$ cat config.mk
export PLATFORM = sky130hd
export DESIGN_NAME = eth_tx_framer
export DESIGN_NICKNAME = d
export VERILOG_FILES = /design/src/rtl/eth_tx_framer.sv
export SDC_FILE = /design/constraint.sdc
export NUM_CORES = 1
export LEC_CHECK = 0
export BUFFER_PORTS_ARGS = -buffer_cell sky130_fd_sc_hd__buf_4
export CAP_MARGIN = 25
export CORE_MARGIN = 4
export CORE_UTILIZATION = 38
export CTS_CLUSTER_DIAMETER = 200
export DETAILED_ROUTE_END_ITERATION = 12
export PLACE_DENSITY = 0.59
export SLEW_MARGIN = 20
export SYNTH_ARGS = -nofsm -noshare
export SYNTH_HDL_FRONTEND = slang
export SYNTH_SLANG_ARGS = --single-unit
$ cat constraint.sdc
create_clock -name refclk -period 2.5 [get_ports refclk]
set_input_delay 0.75 -clock refclk [delete_from_list [all_inputs] [get_ports refclk]]
set_output_delay 0.75 -clock refclk [all_outputs]
set_load 0.05 [all_outputs]
$ cat src/rtl/eth_tx_framer.sv
// rtl/eth_tx_framer.sv - Ethernet II transmit framer feeding the RMII serializer
//
// Takes payload bytes (starting at the destination MAC) and emits a full frame:
// 7x 0x55 preamble, 0xD5 SFD, payload, zero pad up to MIN_FRAME, CRC-32 FCS
// (LSB first), then IFG_BYTES byte times of silence. Each output byte is held
// for four refclk cycles because the serializer takes 2 bits per cycle.
//
// Ports:
//   refclk, sresetn          clock, synchronous active-low reset
//   in_tvalid/in_tready      payload handshake; in_tready pulses once per byte slot
//   in_tlast, in_tdata       last-byte flag, payload byte
//   out_tvalid               frame in progress (serializer tx_en)
//   out_tlast                high during all four cycles of the final FCS byte
//   out_tdata                current byte, changes only on phase 0
//   underrun                 one-cycle pulse when a payload request finds no data
//   busy                     high whenever the framer is not idle
module eth_tx_framer #(
   parameter int MIN_FRAME = 60,
   parameter int IFG_BYTES = 12
) (
   input  logic       refclk,
   input  logic       sresetn,
   input  logic       in_tvalid,
   output logic       in_tready,
   input  logic       in_tlast,
   input  logic [7:0] in_tdata,
   output logic       out_tvalid,
   output logic       out_tlast,
   output logic [7:0] out_tdata,
   output logic       underrun,
   output logic       busy
);

   typedef enum logic [2:0] {
      S_IDLE, S_PRE, S_SFD, S_DATA, S_PAD, S_FCS, S_DRAIN, S_IFG
   } state_t;

   localparam logic [15:0] MIN_LEN  = 16'(MIN_FRAME);
   localparam logic [15:0] IFG_LAST = 16'(IFG_BYTES * 4 - 1);
   // With a zero gap the frame end goes straight back to idle.
   localparam state_t      AFTER_FRAME = (IFG_BYTES > 0) ? S_IFG : S_IDLE;

   state_t      state_q, state_d;
   logic [1:0]  phase_q, phase_d;
   logic [15:0] tmr_q, tmr_d;      // preamble slot, FCS slot or IFG cycle index
   logic [15:0] cnt_q, cnt_d;      // bytes sent from destination MAC, saturating
   logic [31:0] crc_q, crc_d;
   logic [7:0]  data_q, data_d;
   logic        last_q, last_d;    // byte on the wire is the final payload byte

   logic        req;
   logic [15:0] cnt_inc;

   function automatic logic [31:0] crc_byte(input logic [31:0] c, input logic [7:0] b);
      logic [31:0] x;
      x = c ^ {24'h0, b};
      for (int k = 0; k < 8; k++) begin
         x = x[0] ? ((x >> 1) ^ 32'hEDB88320) : (x >> 1);
      end
      return x;
   endfunction

   // Payload is requested on the last cycle of a slot so the byte is on the
   // wire from the very next phase 0.
   assign req = (phase_q == 2'd3) &&
                ((state_q == S_SFD) || ((state_q == S_DATA) && !last_q));

   assign cnt_inc    = (cnt_q == 16'hFFFF) ? cnt_q : cnt_q + 16'd1;
   assign in_tready  = req || (state_q == S_DRAIN);
   assign underrun   = req && !in_tvalid;
   assign out_tvalid = (state_q == S_PRE) || (state_q == S_SFD) || (state_q == S_DATA) ||
                       (state_q == S_PAD) || (state_q == S_FCS);
   assign out_tlast  = (state_q == S_FCS) && (tmr_q == 16'd3);
   assign out_tdata  = data_q;
   assign busy       = (state_q != S_IDLE);

   always_comb begin
      state_d = state_q;
      phase_d = out_tvalid ? phase_q + 2'd1 : 2'd0;
      tmr_d   = tmr_q;
      cnt_d   = cnt_q;
      crc_d   = crc_q;
      data_d  = data_q;
      last_d  = last_q;

      unique case (state_q)
         S_IDLE: begin
            if (in_tvalid) begin
               state_d = S_PRE;
               data_d  = 8'h55;
               tmr_d   = 16'd0;
               cnt_d   = 16'd0;
               crc_d   = 32'hFFFFFFFF;
               last_d  = 1'b0;
            end
         end

         S_PRE: begin
            if (phase_q == 2'd3) begin
               if (tmr_q == 16'd6) begin
                  state_d = S_SFD;
                  data_d  = 8'hD5;
               end else begin
                  tmr_d = tmr_q + 16'd1;
               end
            end
         end

         S_SFD, S_DATA: begin
            if ((state_q == S_DATA) && (phase_q == 2'd0)) begin
               crc_d = crc_byte(crc_q, data_q);
            end
            if (req) begin
               if (in_tvalid) begin
                  state_d = S_DATA;
                  data_d  = in_tdata;
                  last_d  = in_tlast;
                  cnt_d   = cnt_inc;
               end else begin
                  // Phase 3 wraps to 0, so tx_en drops on a slot boundary.
                  state_d = S_DRAIN;
                  data_d  = 8'h00;
               end
            end else if (phase_q == 2'd3) begin
               // End of the slot carrying the final payload byte.
               if (cnt_q < MIN_LEN) begin
                  state_d = S_PAD;
                  data_d  = 8'h00;
                  cnt_d   = cnt_inc;
               end else begin
                  state_d = S_FCS;
                  data_d  = ~crc_q[7:0];
                  crc_d   = crc_q >> 8;
                  tmr_d   = 16'd0;
               end
            end
         end

         S_PAD: begin
            if (phase_q == 2'd0) begin
               crc_d = crc_byte(crc_q, data_q);
            end else if (phase_q == 2'd3) begin
               if (cnt_q < MIN_LEN) begin
                  cnt_d = cnt_inc;
               end else begin
                  state_d = S_FCS;
                  data_d  = ~crc_q[7:0];
                  crc_d   = crc_q >> 8;
                  tmr_d   = 16'd0;
               end
            end
         end

         S_FCS: begin
            // The CRC register is shifted down one byte per FCS slot.
            if (phase_q == 2'd3) begin
               if (tmr_q == 16'd3) begin
                  state_d = AFTER_FRAME;
                  data_d  = 8'h00;
                  tmr_d   = 16'd0;
               end else begin
                  tmr_d  = tmr_q + 16'd1;
                  data_d = ~crc_q[7:0];
                  crc_d  = crc_q >> 8;
               end
            end
         end

         S_DRAIN: begin
            if (in_tvalid && in_tlast) begin
               state_d = AFTER_FRAME;
               tmr_d   = 16'd0;
            end
         end

         S_IFG: begin
            if (tmr_q == IFG_LAST) begin
               state_d = S_IDLE;
               tmr_d   = 16'd0;
            end else begin
               tmr_d = tmr_q + 16'd1;
            end
         end

         default: state_d = S_IDLE;
      endcase
   end

   always_ff @(posedge refclk) begin
      if (!sresetn) begin
         state_q <= S_IDLE;
         phase_q <= 2'd0;
         tmr_q   <= 16'd0;
         cnt_q   <= 16'd0;
         crc_q   <= 32'hFFFFFFFF;
         data_q  <= 8'h00;
         last_q  <= 1'b0;
      end else begin
         state_q <= state_d;
         phase_q <= phase_d;
         tmr_q   <= tmr_d;
         cnt_q   <= cnt_d;
         crc_q   <= crc_d;
         data_q  <= data_d;
         last_q  <= last_d;
      end
   end

endmodule

Yosys cells after proc, flatten, opt, wreduce, memory -nomap -nowiden
Index checks and enable logic that the tools add are counted.
- add/subtract/negate cells: 3
- order comparisons: 1
- eq/ne operators: 31
- mux-type cells: 70
- bitwise logic cells: 10
- reductions and logical operators: 29
- operators by type and width (operator ; number):
    $mux 32 ; 18
    $mux 16 ; 17
    $pmux 32 s4 ; 1
    $not 13->14 ; 8
    $pmux 16 s7 ; 1
    $mux 8 ; 12
    $pmux 16 s3 ; 1
    $pmux 8 s5 ; 1
    $mux 3 ; 13
    $add 16x1->16 const B ; 2
    $xor 32x8->32 ; 1
    $ne 2x2->1 const B ; 12
    $pmux 3 s7 ; 1
    $eq 16x16->1 const B ; 1
    $eq 16x2->1 const B ; 1
    $eq 16x3->1 const B ; 1
    $eq 16x6->1 const B ; 1
    $lt 16x6->1 const B ; 1
    $eq 3x3->1 const B ; 4
    $reduce_and 11->1 ; 1
    $ne 3x3->1 const B ; 3
    $reduce_and 9->1 ; 1
    $not 8->8 ; 1
    $reduce_and 4->1 ; 2
    21 further kinds ; 39
- register bits: 78
- input port bits: 12
- output and inout port bits: 13
- logic and storage cells: 151

Longest topological paths before layout
Gate-level depths: netlist (run 1).
- depth after elaboration: 22
- gate-level depth with buffers: 10
- mapped depth without buffers: 8

Worst setup path before layout (run 1)
No wires, ideal clock.
- path kind: register -> output
- start: register state_q[1]
- end: output in_tready
- arrival: 2.101 ns
- data required time: 1.750 ns
- setup slack: -0.351 ns
- stages on the path, launching flop included: 5
- path buffers: 2
- path through: dfxtp_1 buf_2 clkbuf_1 nand2_1 o21ai_0
- longest elaborated chain between the ends: 5
- elaborated cells between the ends (all ways): 7
- classes of those cells: 3 x eq/ne; 4 x reduce/logical
- RTL lines (element ; line ; source):
    from (decl) ; 43 ; state_t state_q, state_d;
    from (signal assigned) ; 199 ; state_q <= state_d;
    $eq 3x2->1 ; 66 ; ((state_q == S_SFD) || ((state_q == S_DATA) && !last_q));
    $logic_and 1x1->1 ; 66 ;
    $logic_or 1x1->1 ; 66 ;
    $logic_and 1x1->1 ; 65 ; assign req = (phase_q == 2'd3) &&
    $logic_or 1x1->1 * ; 69 ; assign in_tready = req || (state_q == S_DRAIN);
    to (decl) ; 24 ; output logic in_tready,
Mark *: on every way between the ends. The rest lies on a longest branch, timed or not.

Worst setup path after layout (run 1)
- start: register tmr_q[9]
- end: output out_tlast
- longest elaborated chain between the ends: 2
- RTL lines (element ; line ; source):
    from (decl) ; 45 ; logic [15:0] tmr_q, tmr_d;
    from (signal assigned) ; 201 ; tmr_q <= tmr_d;
    $eq 16x2->1 ; 73 ; assign out_tlast = (state_q == S_FCS) && (tmr_q == 16'd3);
    $logic_and 1x1->1 ; 73 ;
    to (decl) ; 28 ; output logic out_tlast,
No other way between the ends.

==> results of run 1 <==
-- sequential cells by signal, indices dropped and copies added, names as in the netlist --
signal	count
cnt_q	16
crc_q	32
last_q	1
out_tdata	8
phase_q	2
state_q	3
tmr_q	16
-- worst paths after layout --
path | cells past startpoint | slack, ns | from | endpoint
worst max-delay path | 4 | 0.04 | tmr_q[9] | out_tlast
worst min-delay path | 2 | 0.48 | crc_q[28] | crc_q[20]
worst max register to register | 7 | 0.06 | cnt_q[15] | cnt_q[10]
worst min register to register | 2 | 0.48 | crc_q[28] | crc_q[20]
-- per-layer routing --
metal,wire length (um),share of wire (%)
met1,8520,44
met5,0,0
met4,539,2.8
met2,8890,46
met3,1350,7.0
-- area by class of cell --
type / instances / area share (%)
clock buffers: 11 / 3.37
clock inverters: 4 / 1.05
inverters: 23 / 1.25
multi-input cells: 583 / 57.7
flip-flops and latches: 78 / 22.6
well taps: 184 / 3.33
repair buffers: 95 / 10.7
-- cell families after synthesis --
family / count (synthesis) / synth area share, %
muxes: 6 / 1.09
DFF: 78 / 27.2
adders and majority gates: 5 / 1.09
AOI/OAI and AO/OA: 264 / 30.8
buffers and inverters: 68 / 4.68
xor gates and xnor gates: 63 / 12.2
and+or+nand+nor: 245 / 22.9
-- Yosys cell counts (5+ instances only) --
| cell | count |
|---|---|
| dfxtp_1 | 78 |
| o21ai_0 | 63 |
| a21oi_1 | 62 |
| nor2_1 | 59 |
| nand2_1 | 54 |
| xnor2_1 | 34 |
| clkbuf_1 | 32 |
| inv_1 | 23 |
| nand3_1 | 20 |
| nor4_1 | 18 |
| a221o_1 | 15 |
| xor2_1 | 14 |
| o22ai_1 | 13 |
| nor3_1 | 12 |
| o211ai_1 | 12 |
| buf_2 | 11 |
| nor2b_1 | 10 |
| or3_1 | 10 |
| nand2b_1 | 9 |
| and3_1 | 8 |
| o21a_1 | 8 |
| or4_1 | 8 |
| xnor2_2 | 8 |
| a211oi_1 | 7 |
| nand4_1 | 7 |
| o21ai_1 | 7 |
| a22oi_1 | 6 |
| a31oi_1 | 6 |
| a41oi_1 | 6 |
| and2_1 | 6 |
| ha_1 | 5 |
| o211a_1 | 5 |
| o32a_1 | 5 |
| xnor3_1 | 5 |
-- power by group through the flow --
stage	combinational (mW)	clock, mW	sequential (mW)
2_1_floorplan	2.61	0	1.69
3_3_place_gp	3.75	0	1.63
3_5_place_dp	3.82	0	1.63
4_1_cts	3.84	1.43	1.61
5_1_grt	4.21	1.48	1.64
6_report	3.92	1.40	1.62
-- per-stage QoR --
stage / std cells / TNS, ns
2_1_floorplan: 729 / -0.00170
3_3_place_gp: 961 / 0
3_5_place_dp: 961 / -0.00240
4_1_cts: 976 / 0
5_1_grt: 978 / -0.0805
6_report: 978 / 0
-- placed cells by master (no fill, tap or decap), types with 5 or more instances in the layout --
cell       count
o21ai_0       62
buf_4         91
clkbuf_16      9
a211oi_1       7
o211a_1        5
a41oi_1        6
xnor3_1        5
and2_1         6
a21oi_1       61
xor2_1        14
or4_1          8
a22oi_1        6
o21ai_1        8
or3_1         10
a221o_1       14
o22ai_1       13
nor2b_1       10
xnor2_2        7
nand2b_1       9
o21a_1         8
o32a_1         5
nor4_1        16
dfxtp_1       76
nor2_1        58
o211ai_1      12
and3_1         6
nor3_1        11
nand3_1       20
a31oi_1        6
nand2_1       54
inv_1         23
nand4_1        7
xnor2_1       34
-- what timing repair did --
| item | in CTS | in global routing |
|---|---|---|
| hold buffers | 0 | 0 |
| setup buffers | 0 | 2 |
| setup endpoints to repair | 2 | 11 |
| gates resized for setup | 8 | 11 |
| pin swaps | 0 | 1 |
-- worst max-delay path, stage by stage (launching register included) --
cell and delay [ns]:
dfxtp_1 0.37, nor4_4 0.30, and3_4 0.24, and3_4 0.23, buf_4 0.21
==> flow_summary.json, run 1 <==
{
  "switchingPower_mw": 3.06,
  "use_met1_pct": 31.4,
  "seq_power_share_pct": 23.3,
  "critPathKind": "register to primary output",
  "critPathMaxFanout": 5,
  "clk_latency_ns": 0.35,
  "yosys.area.top_type": "dfxtp_1",
  "cts_root_buffer": "clkbuf_16",
  "routed_wl_um": 19300,
  "grt_use_total_pct": 22.9,
  "post-route-min-period_ns": 2.46,
  "fill_cells": 1451,
  "synth.ff_latch_count": 78,
  "fp.dieW_um": 131,
  "die_area_mm2": 0.0171,
  "clock_skew_ns": 0.00689,
  "status": "finished, final reports clean",
  "num_vias": 6066,
  "pwr-share-comb_pct": 56.5,
  "timing.hold.ws_ns": 0.479,
  "worstPathArrival_ns": 1.71,
  "drtIter0Drc": 597,
  "synth_top_flop_cell": "dfxtp_1",
  "initial_core_util_pct": 39.2,
  "placed_area_mm2": 0.00650,
  "yosysWarnings": 0,
  "p_leak_nw": 2.54,
  "setup_violations": 0,
  "io-pin-count": 25,
  "place.detailed.hpwl_um": 13900,
  "cp.required_ns": 1.75,
  "portBuffers": 24,
  "syn_to_final_growth_pct": 20.3,
  "clk_pin_slew_ns": 0.06,
  "netlist_top_cells_area": "dfxtp_1 (27%), o21ai_0 (5.5%), a21oi_1 (5.4%)",
  "first_global_vias": 5859,
  "use_met2_pct": 36.3,
  "clockBufferDepth": 2,
  "grtUsageMet3_pct": 3.25,
  "placementRows": 44,
  "finalMaxSlewViolations": 0,
  "swShare_pct": 44.0,
  "maxCapViolations": 0,
  "max_freq_mhz": 407,
  "finalCoreUtilization_pct": 47.2,
  "worst_slack_ns": 0.0445,
  "cts_tree": "yes",
  "synth_cells": 729,
  "p_int_mw": 3.89,
  "first_pass_iters": 5,
  "endpoint_kind": "primary output",
  "busiest_layer": "met2",
  "postRouteAntennaNets": 0,
  "totalPowerFinal_mw": 6.95,
  "final_area_mm2": 0.00691,
  "multi_input_area_mm2": 0.00399,
  "pre_cts_ws_ns": -0.00240,
  "wl_per_cell_um": 19.7,
  "synthArstFlopShare_pct": 0,
  "vias_per_cell": 6.20,
  "cts_inserted_buffers": 9,
  "relSlewSlack_pct": 53.7,
  "synth_edf_count": 0,
  "route.detailed.drc": 0,
  "hold_path.class": "register to register",
  "diodes": 0,
  "grt_first_pass_wirelength_um": 31000,
  "synth.distinct_cells": 79,
  "final-seq-area_mm2": 0.00156,
  "drive_above_1_share_pct": 18.1,
  "die_h_um": 131,
  "antenna_found_initial": 0,
  "worstMarginPinSlew_ns": 0.690,
  "overflow": 0,
  "worstSetupStartpointType": "register",
  "synth_area_per_cell_um2": 7.88,
  "fin_crit_sh_pct": 98.2,
  "powerDensity_mw_per_mm2": 1010,
  "seq_area_frac_synth_pct": 27.2,
  "hold_violations": 0,
  "grt_max_degree": 37,
  "htreeDepth": 3,
  "syn_area_mm2": 0.00574,
  "power_frac_clock_pct": 20.2,
  "syn_nets": 746,
  "layout.nets": 807,
  "place_congestion": 1.01,
  "rsz0062_at_grt": "true",
  "fp.coreArea_mm2": 0.0146,
  "peakVddDrop_v": 0.000523,
  "synth_top_cell_area_share_pct": 27.2,
  "cts_num_sinks": 78
}
No activity file was read; power rests on OpenSTA's default activity.
==> run 2: changes to the inputs <==
Settings changed: PLACE_DENSITY 0.59 to 0.57.
==> run 2 against run 1 <==
Against the previous run:
- combinational power grew 3%
- global-route usage is 0.29 points higher
- via count grew 1.2%
- sequential share of layout area fell by 0.11 points
- clock power is essentially flat
- routed wire length is 1.3% higher
- sequential cell count stayed put
- critical path depth unchanged
- final area up 0.67%
- clock skew increased by 0.0045 ns
- final cell count grew 0.31%
- critical path type unchanged
==> flow_summary.json, run 2 (synthesized netlist as in run 1, its figures left out) <==
{
  "status": "finished, final reports clean",
  "syn_to_final_growth_pct": 21.1,
  "top_regs": "crc_q (32), cnt_q (16), tmr_q (16)",
  "final_cell_count_no_fill": 981,
  "p_leak_nw": 2.56,
  "setup_violations": 0,
  "htreeDepth": 3,
  "endpoint_kind": "primary output",
  "num_vias": 6141,
  "hold_violations": 0,
  "relSlewSlack_pct": 44.5,
  "place.detailed.hpwl_um": 14200,
  "worst_slack_ns": 0.0709,
  "grt_max_degree": 33,
  "portBuffers": 24,
  "layout_commonest_cell": "buf_4",
  "maxCapViolations": 0,
  "vias_per_cell": 6.26,
  "drive_above_1_share_pct": 19.3,
  "cts_inserted_buffers": 9,
  "drtIter0Drc": 502,
  "first_global_vias": 5810,
  "clockBufferDepth": 2,
  "worstPathArrival_ns": 1.68,
  "pre_cts_ws_ns": -0.0459,
  "timing.hold.ws_ns": 0.487,
  "overflow": 0,
  "grt_use_total_pct": 23.2,
  "totalPowerFinal_mw": 7.04,
  "cp.required_ns": 1.75,
  "antenna_found_initial": 0,
  "die_h_um": 131,
  "hold_path.class": "register to register",
  "max_freq_mhz": 412,
  "place_congestion": 0.962,
  "finalMaxSlewViolations": 0,
  "fp.dieW_um": 131,
  "fin_crit_sh_pct": 97.2,
  "diodes": 0,
  "clock_skew_ns": 0.0114,
  "wl_met1_um": 8750,
  "die_area_mm2": 0.0171,
  "placementRows": 44,
  "rrSetupSlack_ns": 0.15,
  "largest_reg_flops": 32,
  "initial_core_util_pct": 39.2,
  "post-route-min-period_ns": 2.43,
  "layout.nets": 809,
  "cts_num_sinks": 78,
  "wl_per_cell_um": 19.9,
  "worstSetupStartpointType": "register",
  "cts_tree": "yes",
  "route.detailed.drc": 0,
  "io-pin-count": 25,
  "worstMarginPinSlew_ns": 0.832,
  "grt_first_pass_wirelength_um": 31000,
  "first_pass_iters": 5,
  "dp.cells": 964,
  "clk_latency_ns": 0.35,
  "powerDensity_mw_per_mm2": 1010,
  "routed_wl_um": 19500,
  "postRouteAntennaNets": 0,
  "cts_root_buffer": "clkbuf_16",
  "final_cell_mix": "buf_4 (92), dfxtp_1 (74), o21ai_0 (62)",
  "critPathKind": "register to primary output",
  "top_register": "crc_q",
  "peakVddDrop_v": 0.000472,
  "fp.coreArea_mm2": 0.0146,
  "dr_wl_met3_um": 1470,
  "top_layer": "met4",
  "dr_wl_met2_um": 9000,
  "critPathMaxFanout": 7,
  "clk_pin_slew_ns": 0.06
}
-- run 2: cell types whose count changed in the layout (fill, tap and decap cells not counted), sizes merged --
| cell | change |
|---|---|
| bufinv | -1 |
| clkinvlp | +2 |
| buf | +2 |
-- run 2: final cells by class --
class	count	area [um^2]
Timing Repair Buffer	97	764
Multi-Input combinational cell	583	4000
Fill cell	1438	7690
Inverter	23	86.3
Clock buffer	11	253
Clock inverter	5	57.6
Tap cell	184	230
Sequential cell	78	1570
-- run 2: power breakdown --
part | internal, mW | total [mW] | leakage (nW) | switching, mW
logic | 1.69 | 4.03 | 1.78 | 2.34
clock network | 0.826 | 1.38 | 0.144 | 0.554
registers | 1.41 | 1.63 | 0.636 | 0.225
total | 3.92 | 7.04 | 2.56 | 3.12
-- run 2: per-stage QoR --
step	util (%)	instance area (um^2)	TNS, ns
after floorplan	-	5750	-0.00170
after global placement	44.7	6540	-0.00919
after detailed placement	44.7	6540	-0.0471
after CTS	47.0	6880	0
after global routing	47.5	6960	-0.00126
final	47.5	6960	0
-- run 2: worst paths after layout --
check | startpoint | endpoint | cells after the start
worst max register to register | crc_q[0] | crc_q[4] | 6
worst max-delay path | tmr_q[6] | out_tlast | 4
worst min register to register | tmr_q[1] | tmr_q[1] | 2
worst min-delay path | tmr_q[1] | tmr_q[1] | 2
-- run 2: what timing repair did --
action / CTS / global route
resized for setup: 6 / 17
gates cloned: 0 / 0
setup buffers: 0 / 1
setup endpoints to repair: 1 / 18
hold buffers: 0 / 0
pin swaps: 2 / 3
-- run 2: layer usage --
metal / up-vias / track usage, %
li1: 2882 / -
met1: 2980 / 30.9
met2: 250 / 37.8
met3: 29 / 5.04
met4: 0 / 6.78
met5: - / 0
-- run 2: worst max-delay path, stage by stage, from the launching register on --
cell	delay, ns
dfxtp_1	0.37
nor4_2	0.27
and3_1	0.26
and3_4	0.26
buf_6	0.17
